[config.mk]
export PLATFORM = sky130hd
export DESIGN_NAME = lcd_effects_driver
export DESIGN_NICKNAME = d
export VERILOG_FILES = /design/src/rtl/lcd_pkg.sv /design/src/rtl/lcd_nibble_tx.sv /design/src/rtl/lcd_effects_driver.sv
export SDC_FILE = /design/constraint.sdc
export NUM_CORES = 1
export LEC_CHECK = 0
export ABC_CLOCK_PERIOD_IN_PS = 5100
export CAP_MARGIN = 20
export CORE_ASPECT_RATIO = 0.75
export CORE_MARGIN = 1.5
export CORE_UTILIZATION = 65
export DETAILED_ROUTE_END_ITERATION = 10
export GPL_TIMING_DRIVEN = 1
export PLACE_DENSITY = 0.83
export SLEW_MARGIN = 20
export SYNTH_ARGS = -nofsm -noshare
export SYNTH_HDL_FRONTEND = slang
export SYNTH_HIERARCHICAL = 1
export SYNTH_SLANG_ARGS = --single-unit
[constraint.sdc]
create_clock -name CLK -period 5.1 [get_ports CLK]
set_clock_uncertainty 0.05 [all_clocks]
set_input_delay 0.765 -clock CLK [delete_from_list [all_inputs] [get_ports CLK]]
set_output_delay 0.765 -clock CLK [all_outputs]
set_load 0.005 [all_outputs]
[src/rtl/lcd_pkg.sv]
// Shared definitions for the HD44780 effects driver: command bytes, effect and
// main-FSM enums, and the fixed message ROM.
package lcd_pkg;

    localparam logic [7:0] CMD_CLEAR    = 8'h01;
    localparam logic [7:0] CMD_HOME     = 8'h02;
    localparam logic [7:0] CMD_ENTRY    = 8'h06;
    localparam logic [7:0] CMD_DISP_ON  = 8'h0C;
    localparam logic [7:0] CMD_DISP_OFF = 8'h08;
    localparam logic [7:0] CMD_SHL      = 8'h18;
    localparam logic [7:0] CMD_SHR      = 8'h1C;
    localparam logic [7:0] CMD_LINE1    = 8'h80;
    localparam logic [7:0] CMD_LINE2    = 8'hC0;
    localparam logic [7:0] CMD_FUNC_1L  = 8'h20;
    localparam logic [7:0] CMD_FUNC_2L  = 8'h28;

    typedef enum logic [2:0] {
        EffStatic      = 3'd0,
        EffScrollLeft  = 3'd1,
        EffScrollRight = 3'd2,
        EffBlink       = 3'd3,
        EffTypewriter  = 3'd4
    } effect_e;

    typedef enum logic [2:0] {
        StPor,
        StInit,
        StClearWait,
        StWrite,
        StFrame,
        StStep
    } state_e;

    // First 16 characters go on line 1, the rest on line 2 (two-line builds).
    localparam logic [255:0] MSG_ROM = "HD44780 EFFECTS!SCROLL BLINK TYP";

    function automatic logic [7:0] msg_char(input logic [4:0] idx);
        return MSG_ROM[{5'd31 - idx, 3'b000} +: 8];
    endfunction

    // Reserved select codes collapse to static so they never count as a change.
    function automatic effect_e ef_decode(input logic [2:0] raw);
        effect_e ef;
        case (raw)
            3'd1:    ef = EffScrollLeft;
            3'd2:    ef = EffScrollRight;
            3'd3:    ef = EffBlink;
            3'd4:    ef = EffTypewriter;
            default: ef = EffStatic;
        endcase
        return ef;
    endfunction

endpackage

[src/rtl/lcd_nibble_tx.sv]
// 4-bit HD44780 transmitter: accepts a byte (or a single nibble) on a
// valid/ready handshake and produces the setup / E strobe / settle timing.
module lcd_nibble_tx #(
    parameter int unsigned SETTLE_CYCLES = 2
) (
    input  logic       clk,
    input  logic       rst_n,
    input  logic       valid,
    input  logic [7:0] data,
    input  logic       data_rs,
    input  logic       nibble_only,
    output logic       ready,
    output logic       lcd_e,
    output logic       lcd_rs,
    output logic [3:0] lcd_d
);

    // Per nibble: cycle 0 setup, 1 strobe, 2 hold, 3..LAST settle.
    localparam int unsigned LAST = 2 + SETTLE_CYCLES;
    localparam int unsigned CW   = $clog2(LAST + 1);

    logic          busy_q, busy_d;
    logic          low_pend_q, low_pend_d;
    logic [3:0]    low_q, low_d;
    logic [CW-1:0] cnt_q, cnt_d;
    logic          e_q, e_d;
    logic          rs_q, rs_d;
    logic [3:0]    d_q, d_d;

    // Next-state: load on accept, walk the nibble phases, chain the low nibble.
    always_comb begin
        busy_d     = busy_q;
        low_pend_d = low_pend_q;
        low_d      = low_q;
        cnt_d      = cnt_q;
        rs_d       = rs_q;
        d_d        = d_q;
        e_d        = 1'b0;
        if (!busy_q) begin
            if (valid) begin
                busy_d     = 1'b1;
                cnt_d      = '0;
                d_d        = nibble_only ? data[3:0] : data[7:4];
                low_d      = data[3:0];
                low_pend_d = !nibble_only;
                rs_d       = data_rs;
            end
        end else begin
            e_d = (cnt_q == '0);
            if (cnt_q == CW'(LAST)) begin
                if (low_pend_q) begin
                    d_d        = low_q;
                    low_pend_d = 1'b0;
                    cnt_d      = '0;
                end else begin
                    busy_d = 1'b0;
                end
            end else begin
                cnt_d = cnt_q + CW'(1);
            end
        end
    end

    // State registers; reset drops E at once even mid-strobe.
    always_ff @(posedge clk or negedge rst_n) begin
        if (!rst_n) begin
            busy_q     <= 1'b0;
            low_pend_q <= 1'b0;
            low_q      <= '0;
            cnt_q      <= '0;
            e_q        <= 1'b0;
            rs_q       <= 1'b0;
            d_q        <= '0;
        end else begin
            busy_q     <= busy_d;
            low_pend_q <= low_pend_d;
            low_q      <= low_d;
            cnt_q      <= cnt_d;
            e_q        <= e_d;
            rs_q       <= rs_d;
            d_q        <= d_d;
        end
    end

    assign ready  = !busy_q;
    assign lcd_e  = e_q;
    assign lcd_rs = rs_q;
    assign lcd_d  = d_q;

endmodule

[src/rtl/lcd_effects_driver.sv]
// HD44780 character-LCD driver (4-bit mode): power-on init, message write
// from ROM, then per-frame scroll / blink / typewriter effects chosen by EF.
// Optional feature macro LCD_TWO_LINE_EN: 2-line function set, up to 32
// characters with a line-2 address command before character 16.
module lcd_effects_driver
    import lcd_pkg::*;
#(
    parameter int unsigned MSG_LEN       = 16,
    parameter int unsigned POR_CYCLES    = 32,
    parameter int unsigned SETTLE_CYCLES = 2,
    parameter int unsigned CLEAR_CYCLES  = 64,
    parameter int unsigned FRAME_CYCLES  = 256
) (
    input  logic       CLK,
    input  logic       RST,
    input  logic [2:0] EF,
    output logic       RS,
    output logic       E,
    output logic [3:0] D,
    output logic [1:0] LED
);

`ifdef LCD_TWO_LINE_EN
    localparam bit TWO_LINE = 1'b1;
`else
    localparam bit TWO_LINE = 1'b0;
`endif
    localparam int unsigned MSG_MAX  = TWO_LINE ? 32 : 16;
    localparam int unsigned MSG_EFF  = (MSG_LEN > MSG_MAX) ? MSG_MAX : MSG_LEN;
    localparam logic [7:0]  FUNC_SET = TWO_LINE ? CMD_FUNC_2L : CMD_FUNC_1L;

    state_e      state_q, state_d;
    logic [31:0] cnt_q, cnt_d;
    logic [2:0]  idx_q, idx_d;
    logic [5:0]  chr_q, chr_d;
    logic        line_pend_q, line_pend_d;
    logic        gap_done_q, gap_done_d;
    logic        ret_write_q, ret_write_d;
    logic [2:0]  ef_s1_q, ef_s2_q;
    effect_e     ef_cur_q, ef_cur_d, ef_new;
    logic        changed_q, changed_d;
    logic        blink_q, blink_d;
    logic        led_hb_q, led_hb_d;
    logic        led_busy_q, led_busy_d;

    logic        tx_valid, tx_ready, tx_rs, tx_nib;
    logic [7:0]  tx_data;

    lcd_nibble_tx #(
        .SETTLE_CYCLES (SETTLE_CYCLES)
    ) u_tx (
        .clk         (CLK),
        .rst_n       (RST),
        .valid       (tx_valid),
        .data        (tx_data),
        .data_rs     (tx_rs),
        .nibble_only (tx_nib),
        .ready       (tx_ready),
        .lcd_e       (E),
        .lcd_rs      (RS),
        .lcd_d       (D)
    );

    // Main sequencer; a transfer is accepted whenever tx_valid meets tx_ready.
    always_comb begin
        state_d     = state_q;
        cnt_d       = cnt_q;
        idx_d       = idx_q;
        chr_d       = chr_q;
        line_pend_d = line_pend_q;
        gap_done_d  = gap_done_q;
        ret_write_d = ret_write_q;
        ef_cur_d    = ef_cur_q;
        changed_d   = changed_q;
        blink_d     = blink_q;
        led_hb_d    = led_hb_q;
        ef_new      = ef_decode(ef_s2_q);
        tx_valid    = 1'b0;
        tx_data     = 8'h00;
        tx_rs       = 1'b0;
        tx_nib      = 1'b0;

        unique case (state_q)
            StPor: begin
                if (cnt_q == 32'(POR_CYCLES - 1)) begin
                    state_d = StInit;
                    cnt_d   = '0;
                    idx_d   = '0;
                end else begin
                    cnt_d = cnt_q + 32'd1;
                end
            end

            StInit: begin
                tx_valid = 1'b1;
                tx_nib   = (idx_q < 3'd4);
                case (idx_q)
                    3'd0, 3'd1, 3'd2: tx_data = 8'h03;
                    3'd3:             tx_data = 8'h02;
                    3'd4:             tx_data = FUNC_SET;
                    3'd5:             tx_data = CMD_DISP_ON;
                    3'd6:             tx_data = CMD_ENTRY;
                    default:          tx_data = CMD_CLEAR;
                endcase
                if (tx_ready) begin
                    if (idx_q == 3'd7) begin
                        state_d     = StClearWait;
                        cnt_d       = '0;
                        ret_write_d = 1'b1;
                    end else begin
                        idx_d = idx_q + 3'd1;
                    end
                end
            end

            // Idle time only starts once the last command has left the wire.
            StClearWait: begin
                if (tx_ready) begin
                    if (cnt_q == 32'(CLEAR_CYCLES - 1)) begin
                        cnt_d = '0;
                        if (ret_write_q) begin
                            state_d     = StWrite;
                            chr_d       = '0;
                            line_pend_d = 1'b1;
                            gap_done_d  = 1'b0;
                        end else begin
                            state_d = StFrame;
                        end
                    end else begin
                        cnt_d = cnt_q + 32'd1;
                    end
                end
            end

            StWrite: begin
                if (line_pend_q) begin
                    tx_valid = 1'b1;
                    tx_data  = (chr_q == 6'd0) ? CMD_LINE1 : CMD_LINE2;
                    if (tx_ready) begin
                        line_pend_d = 1'b0;
                    end
                end else if (chr_q == 6'(MSG_EFF)) begin
                    if (tx_ready) begin
                        state_d = StFrame;
                        cnt_d   = '0;
                    end
                end else if (ef_cur_q == EffTypewriter && !gap_done_q) begin
                    if (tx_ready) begin
                        if (cnt_q == 32'(FRAME_CYCLES - 1)) begin
                            gap_done_d = 1'b1;
                            cnt_d      = '0;
                        end else begin
                            cnt_d = cnt_q + 32'd1;
                        end
                    end
                end else begin
                    tx_valid = 1'b1;
                    tx_rs    = 1'b1;
                    tx_data  = msg_char(chr_q[4:0]);
                    if (tx_ready) begin
                        chr_d      = chr_q + 6'd1;
                        gap_done_d = 1'b0;
                        if (TWO_LINE && chr_q == 6'd15 && MSG_EFF > 16) begin
                            line_pend_d = 1'b1;
                        end
                    end
                end
            end

            StFrame: begin
                if (cnt_q == 32'(FRAME_CYCLES - 1)) begin
                    state_d   = StStep;
                    cnt_d     = '0;
                    idx_d     = '0;
                    led_hb_d  = !led_hb_q;
                    ef_cur_d  = ef_new;
                    changed_d = (ef_new != ef_cur_q);
                    if (ef_new != ef_cur_q) begin
                        blink_d = 1'b0;
                    end
                end else begin
                    cnt_d = cnt_q + 32'd1;
                end
            end

            StStep: begin
                if (changed_q) begin
                    tx_valid = 1'b1;
                    tx_data  = (idx_q == 3'd0) ? CMD_HOME : CMD_DISP_ON;
                    if (tx_ready) begin
                        if (idx_q == 3'd0) begin
                            idx_d = 3'd1;
                        end else begin
                            state_d     = StClearWait;
                            cnt_d       = '0;
                            ret_write_d = 1'b0;
                        end
                    end
                end else if (idx_q != 3'd0) begin
                    // Command handed off; return once it is fully sent.
                    if (tx_ready) begin
                        state_d = StFrame;
                        cnt_d   = '0;
                    end
                end else begin
                    case (ef_cur_q)
                        EffScrollLeft, EffScrollRight: begin
                            tx_valid = 1'b1;
                            tx_data  = (ef_cur_q == EffScrollLeft) ? CMD_SHL : CMD_SHR;
                            if (tx_ready) begin
                                idx_d = 3'd1;
                            end
                        end
                        EffBlink: begin
                            tx_valid = 1'b1;
                            tx_data  = blink_q ? CMD_DISP_ON : CMD_DISP_OFF;
                            if (tx_ready) begin
                                idx_d   = 3'd1;
                                blink_d = !blink_q;
                            end
                        end
                        EffTypewriter: begin
                            tx_valid = 1'b1;
                            tx_data  = CMD_CLEAR;
                            if (tx_ready) begin
                                state_d     = StClearWait;
                                cnt_d       = '0;
                                ret_write_d = 1'b1;
                            end
                        end
                        default: begin
                            state_d = StFrame;
                            cnt_d   = '0;
                        end
                    endcase
                end
            end

            default: begin
                state_d = StPor;
                cnt_d   = '0;
            end
        endcase

        led_busy_d = (state_d != StFrame) && (state_d != StPor);
    end

    // State, counters, synchroniser and LED registers.
    always_ff @(posedge CLK or negedge RST) begin
        if (!RST) begin
            state_q     <= StPor;
            cnt_q       <= '0;
            idx_q       <= '0;
            chr_q       <= '0;
            line_pend_q <= 1'b0;
            gap_done_q  <= 1'b0;
            ret_write_q <= 1'b0;
            ef_s1_q     <= '0;
            ef_s2_q     <= '0;
            ef_cur_q    <= EffStatic;
            changed_q   <= 1'b0;
            blink_q     <= 1'b0;
            led_hb_q    <= 1'b0;
            led_busy_q  <= 1'b0;
        end else begin
            state_q     <= state_d;
            cnt_q       <= cnt_d;
            idx_q       <= idx_d;
            chr_q       <= chr_d;
            line_pend_q <= line_pend_d;
            gap_done_q  <= gap_done_d;
            ret_write_q <= ret_write_d;
            ef_s1_q     <= EF;
            ef_s2_q     <= ef_s1_q;
            ef_cur_q    <= ef_cur_d;
            changed_q   <= changed_d;
            blink_q     <= blink_d;
            led_hb_q    <= led_hb_d;
            led_busy_q  <= led_busy_d;
        end
    end

    assign LED = {led_busy_q, led_hb_q};

endmodule
Yosys cells after proc, flatten, opt, wreduce, memory -nomap -nowiden
Cells that the tools add are included.
{"block": "word_totals", "wordCells": 244, "out_inout_bits": 8, "regBits": 75}
{"block": "classes", "n_eq_ne": 57, "reduce_logical": 33, "order_cmp": 1, "shift": 1, "bitwise_logic": 1, "muxes": 125, "add_sub_neg": 5}
{"operator": "2-to-1 mux 32 bit", "n": 15}
{"operator": "variable part select 256 x 9 -> 8 bit (first input constant)", "n": 1}
{"operator": "one-hot mux 32 bit (6 select lines)", "n": 1}
{"operator": "2-to-1 mux 3 bit", "n": 31}
{"operator": "one-hot mux 32 bit (2 select lines)", "n": 1}
{"operator": "2-to-1 mux 1 bit", "n": 45}
{"operator": "2-to-1 mux 6 bit", "n": 7}
{"operator": "!= test 2 bit (second input constant)", "n": 18}
{"operator": "!= test 3 bit (second input constant)", "n": 11}
{"operator": "adder 32 x 1 -> 32 bit (second input constant)", "n": 1}
{"operator": "== test 32 x 5 -> 1 bit (second input constant)", "n": 1}
{"operator": "== test 32 x 6 -> 1 bit (second input constant)", "n": 1}
{"operator": "== test 32 x 8 -> 1 bit (second input constant)", "n": 1}
{"operator": "one-hot mux 6 bit (5 select lines)", "n": 1}
{"operator": "== test 3 bit (second input constant)", "n": 9}
{"operator": "== test 3 x 2 -> 1 bit (second input constant)", "n": 8}
{"operator": "2-to-1 mux 4 bit", "n": 6}
{"operator": "2-to-1 mux 8 bit", "n": 3}
{"operator": "one-hot mux 3 bit (4 select lines)", "n": 2}
{"operator": "one-hot mux 8 bit (3 select lines)", "n": 1}
{"operator": "one-hot mux 3 bit (6 select lines)", "n": 1}
{"operator": "AND reduction 9 bit", "n": 2}
{"operator": "AND reduction 8 bit", "n": 2}
{"operator": "one-hot mux 5 bit (3 select lines)", "n": 1}
{"operator": "other kinds (30)", "n": 53}

Depth between registers and ports, before layout
{"block": "depth", "depth_word": 9, "depth_mapped": 12, "mapped_depth_nobuf": 10}

Modules after synthesis
Netlist, hierarchy kept.
{"module": "lcd_effects_driver", "seq_area_each_um2": 1501.4, "instances": 1, "cells_each": 565, "area_per_inst_um2": 4581.9}
{"module": "lcd_nibble_tx", "seq_area_each_um2": 375.4, "instances": 1, "cells_each": 60, "area_per_inst_um2": 711.9}

Worst setup path before layout
No wires, ideal clock.
{"block": "synth_timing", "kind": "flip-flop to flip-flop", "start": "reg chr_q[1]", "end": "reg u_tx.rs_q (netlist: u_tx/lcd_rs)", "path_stages_with_launch": 11, "path_slack_ps": 2453, "period_less_slack_ps": 2647, "setup_ps": 125, "arrival_time_ps": 2472, "required_time_ps": 4925, "cell_sequence": "dfrtp_1 -> inv_1 -> ha_1 -> or4b_1 -> nor2_1 -> o21a_1 -> buf_4 -> o21ai_0 -> nand2b_1 -> buf_6 -> mux2_2"}
{"block": "synth_between", "elab_chain_cells": 5, "elab_cells_between_ends": 7, "classes_between": "1 x eq/ne; 5 x mux; 1 x reduce/logical"}
{"element": "from (decl)", "line_no": "lcd_effects_driver.sv:35", "text": "logic [5:0] chr_q, chr_d;"}
{"element": "from (signal assigned)", "line_no": "lcd_effects_driver.sv:269", "text": "chr_q <= chr_d;"}
{"element": "== test 6 x 5 -> 1 bit", "line_no": "lcd_effects_driver.sv:142", "text": "end else if (chr_q == 6'(MSG_EFF)) begin"}
{"element": "2-to-1 mux 1 bit", "line_no": "lcd_effects_driver.sv:142"}
{"element": "2-to-1 mux 1 bit", "line_no": "lcd_effects_driver.sv:136", "text": "if (line_pend_q) begin"}
{"element": "one-hot mux 1 bit (3 select lines)", "line_no": "lcd_effects_driver.sv:83", "text": "unique case (state_q)"}
{"element": "via tx_valid", "line_no": "lcd_effects_driver.sv:46", "text": "logic tx_valid, tx_ready, tx_rs, tx_nib;"}
{"element": "AND reduction 2 bit (no source line)"}
{"element": "to (signal assigned)", "line_no": "lcd_nibble_tx.sv:80", "text": "rs_q <= rs_d;"}
{"element": "to (decl)", "line_no": "lcd_nibble_tx.sv:27", "text": "logic rs_q, rs_d;"}
The timed path passes the listed nets, and every way through them passes these cells.
A chain may end at the register's enable or synchronous reset.

==> metrics.log <==
[metrics] height of the chip: 81.2 um
[metrics] GR Util All Layers: 0.316
[metrics] worst hold start: ef_s1_q[2]$_DFF_PN0_
[metrics] number of violations of the max-capacitance limit: 0
[metrics] source of the critical timing path: chr_q[1]$_DFFE_PN0P_
[metrics] area enclosed by the die boundary: 8700 um2
[metrics] maximum root-to-sink buffer count: 2
[metrics] worst setup slack after layout: 1.43 ns
[metrics] total of hold buffers inserted after clock tree synthesis: 0
[metrics] first-pass GRT wire length: 21.3 mm
[metrics] most common cell after layout, fill and taps aside: sky130_fd_sc_hd__dfrtp_1
[metrics] weighted congestion at the end of routability-driven global placement: 0.952
[metrics] Skew-Pair Late Insertion Delay: 0.37 ns
[metrics] synthesized area per cell: 8.47 um2
[metrics] die width: 107 um
[metrics] DRC viols: 0
[metrics] Finished Layout Cells: 721
[metrics] register area share after synthesis: 0.355
[metrics] placed wire-length estimate after detailed placement: 9.19 mm
[metrics] cell at the slowest stage of the critical path: sky130_fd_sc_hd__nand2_1
[metrics] min-delay worst type: reg2reg
[metrics] synthesized-area fraction occupied by xor and xnor cells: 0.00662
[metrics] largest family of logic cells by synthesized area: simple AND/OR/NAND/NOR gates
[metrics] biggest cell delay along the critical path: 0.63 ns
[metrics] number of buffers created by CTS: 9
[metrics] kind of critical path: reg2reg
[metrics] Crit path required time: 5.30 ns
[metrics] number of global-route vias before repair: 4,248
[metrics] number of enable flip-flop cells after synthesis: 0
[metrics] CP cell instances: inv_1 -> ha_1 -> nor4b_2 -> o211ai_1 -> a22oi_2 -> nand2_1 -> buf_4 -> o211ai_1 -> o31ai_1
[metrics] standard cell area after detailed placement: 5340 um2
[metrics] sinks on the clock net: 75
[metrics] startpoint type of the worst setup path: register
[metrics] share of synthesized area spent on multiplexers: 0.0615
[metrics] area fraction in and, or, nand and nor cells after synthesis: 0.251
[metrics] leading register cell type out of synthesis: sky130_fd_sc_hd__dfrtp_1
[metrics] starting density of the core: 0.672
[metrics] number of H-tree levels: 3
[metrics] routed via count: 4,968
[metrics] Leakage: 2.19 nW
[metrics] Placement Rows: 28
[metrics] Final Max Tran Viols: 0
[metrics] area of the core: 7880 um2
[metrics] total length of routed wires: 13.1 mm
[metrics] finished layout cell area: 5520 um2
[metrics] Crit path top cell by count: sky130_fd_sc_hd__o211ai_1
[metrics] CTS-repair resized insts: 0
[metrics] diodes inserted: 0
[metrics] mean number of vias per cell: 6.89
[metrics] TritonCTS clock tree: done
[metrics] number of buffers inserted by post-CTS setup repair: 0
[metrics] routed wire length per instance: 18.2 um
[metrics] run status: finished clean
[metrics] cell accounting for the most synthesized area: sky130_fd_sc_hd__dfrtp_1
[metrics] antenna-violating nets left: 0
[metrics] grt ovf: 0
[metrics] area fraction in compound gates after synthesis: 0.220
[metrics] tightest hold margin: 0.298 ns
[metrics] cell area after synthesis: 5290 um2
[metrics] areal power density over the cells: 187 nW/um2
[metrics] highest achievable clock rate: 0.272 GHz
[metrics] highest-count cells in the layout ignoring fill and taps: sky130_fd_sc_hd__dfrtp_1 (75), sky130_fd_sc_hd__nand2_1 (63), sky130_fd_sc_hd__o21ai_0 (50)
[metrics] master cell of the clock root buffer: sky130_fd_sc_hd__clkbuf_8
[metrics] crit share post-route: 0.720
[metrics] RSZ-0062 raised after global routing: false
[metrics] Setup Viol. Count Final: 0
[metrics] share of flip-flops with an asynchronous set or reset: 1.00
[metrics] clock slew at the register clock pins of the worst setup and hold paths: 0.07 ns
[metrics] arrival time reported for the critical path endpoint: 3.87 ns
[metrics] net count reported at finish: 633
[metrics] post-placement worst setup slack: 1.55 ns
[metrics] shortest clock period the worst path allows after layout: 3.67 ns
[metrics] biggest fanout along the worst timing path: 28
[metrics] total number of yosys warnings: 6
[metrics] ports placed on the boundary: 13
[metrics] adder and majority cell fraction of the synthesized area: 0.0402
[metrics] library cells used by synthesis: 79
[metrics] fraction of final layout cells with drive strength greater than 1: 0.0795
[metrics] proportion of netlist area held by the largest area contributor: 0.355
[metrics] register bit count reported by yosys: 75
[metrics] total count of hold-check failures in the final report: 0
[metrics] launch point of the worst reg-to-reg path: chr_q[1]$_DFFE_PN0P_
[metrics] worst rel slew slack: 0.363
[metrics] initial drt markers: 670
[metrics] endpoint kind of the worst setup timing path: register
[metrics] Area growth, synth to finish: 4.18%
[metrics] IO Port Bufs: 12
[metrics] Net Count, Synth: 647
[metrics] Synth area leaders: sky130_fd_sc_hd__dfrtp_1 (35%), sky130_fd_sc_hd__o21ai_0 (4.7%), sky130_fd_sc_hd__nand2_1 (4.5%)
[metrics] Post-Place Cells: 705
[metrics] Synth Instances: 625
[metrics] aggregate negative setup slack: 0 ns
[metrics] antenna violations before repair: 0
[metrics] VDD IR max: 0.164 mV
[metrics] largest net degree at the start of global routing: 76
[metrics] first drt pass iteration count: 5
[metrics] actual transition at the worst max-transition pin: 0.956 ns
-- path summary, 6_finish.rpt --
path	cells after the start	to	slack [ns]
worst max-delay path	9	cnt_q[25]$_DFFE_PN0P_	1.43
worst min-delay path	0	ef_s2_q[2]$_DFF_PN0_	0.30
worst max register to register	9	cnt_q[25]$_DFFE_PN0P_	1.43
worst min register to register	0	ef_s2_q[2]$_DFF_PN0_	0.30
max in group asynchronous	1	state_q[2]$_DFF_PN0_	3.87
min in group asynchronous	1	u_tx/low_q[1]$_DFFE_PN0P_	0.47
-- cell type report --
type                    instances  area [um2]
clock buffers                  14         163
clock inverters                 2        10.0
fillers                       594        2370
inverters                      35         131
multi-input cells             475        3060
flip-flops and latches         75        1880
well taps                     105         131
repair buffers                 15         140
-- synthesized netlist by cell type, drive strengths merged, types with 4 or more instances --
master / instances
buf: 20
a21oi: 46
nand2b: 9
dfrtp: 75
or3b: 4
nand4: 11
nor3: 13
a221o: 5
mux2i: 19
o21ai: 52
ha: 17
and3: 5
nor2: 39
or3: 5
nand3: 42
a31oi: 14
nand3b: 8
and2: 5
o311ai: 5
nand2: 64
nor4: 13
mux2: 8
or4: 4
inv: 34
nor2b: 5
clkbuf: 20
o211ai: 20
-- flip-flops by register name, summed over array words and instances, names as in the netlist, 3 cells and up --
name,cells
ef_cur_q,3
idx_q,3
u_tx/cnt_q,3
cnt_q,32
state_q,3
ef_s1_q,3
chr_q,6
ef_s2_q,3
u_tx/lcd_d,4
u_tx/low_q,4
-- where the power goes --
part           switching, W  total [W]  leakage (nW)  internal [W]
sequential       0.00000167   0.000598         0.983      0.000597
clock              0.000217   0.000419        0.0905      0.000202
combinational     0.0000126  0.0000165          1.11    0.00000389
-- metal layers --
metal	share of wire	up-vias	GRT usage
li1	-	2292	-
met1	0.44	2363	0.461
met2	0.43	288	0.448
met3	0.11	25	0.0971
met4	0.014	0	0.0960
met5	0	-	0
-- cells by family (layout without fill, tap and decap cells) --
logic type	Yosys count	after routing
muxes	29	29
xor gates and xnor gates	4	4
buffers and inverters	75	66
DFF	75	75
adders and majority gates	17	17
AOI/OAI and AO/OA	180	180
and+or+nand+nor	245	245
-- worst max-delay path: cells and delay by family, from the launching register on --
kind	cells	cell delay, ns
compound gates	4	0.89
simple gates	2	1.11
fa+ha+maj	1	0.35
flops	1	0.45
buf+inv	2	0.67
-- per-stage QoR --
step	power, W	util
6_report	0.00103	0.700
5_1_grt	0.00107	0.700
4_1_cts	0.00104	0.700
3_5_place_dp	0.000628	0.678
3_3_place_gp	0.000627	0.678
2_1_floorplan	0.000612	-
Note: power is estimated with default switching activity, not from simulation.
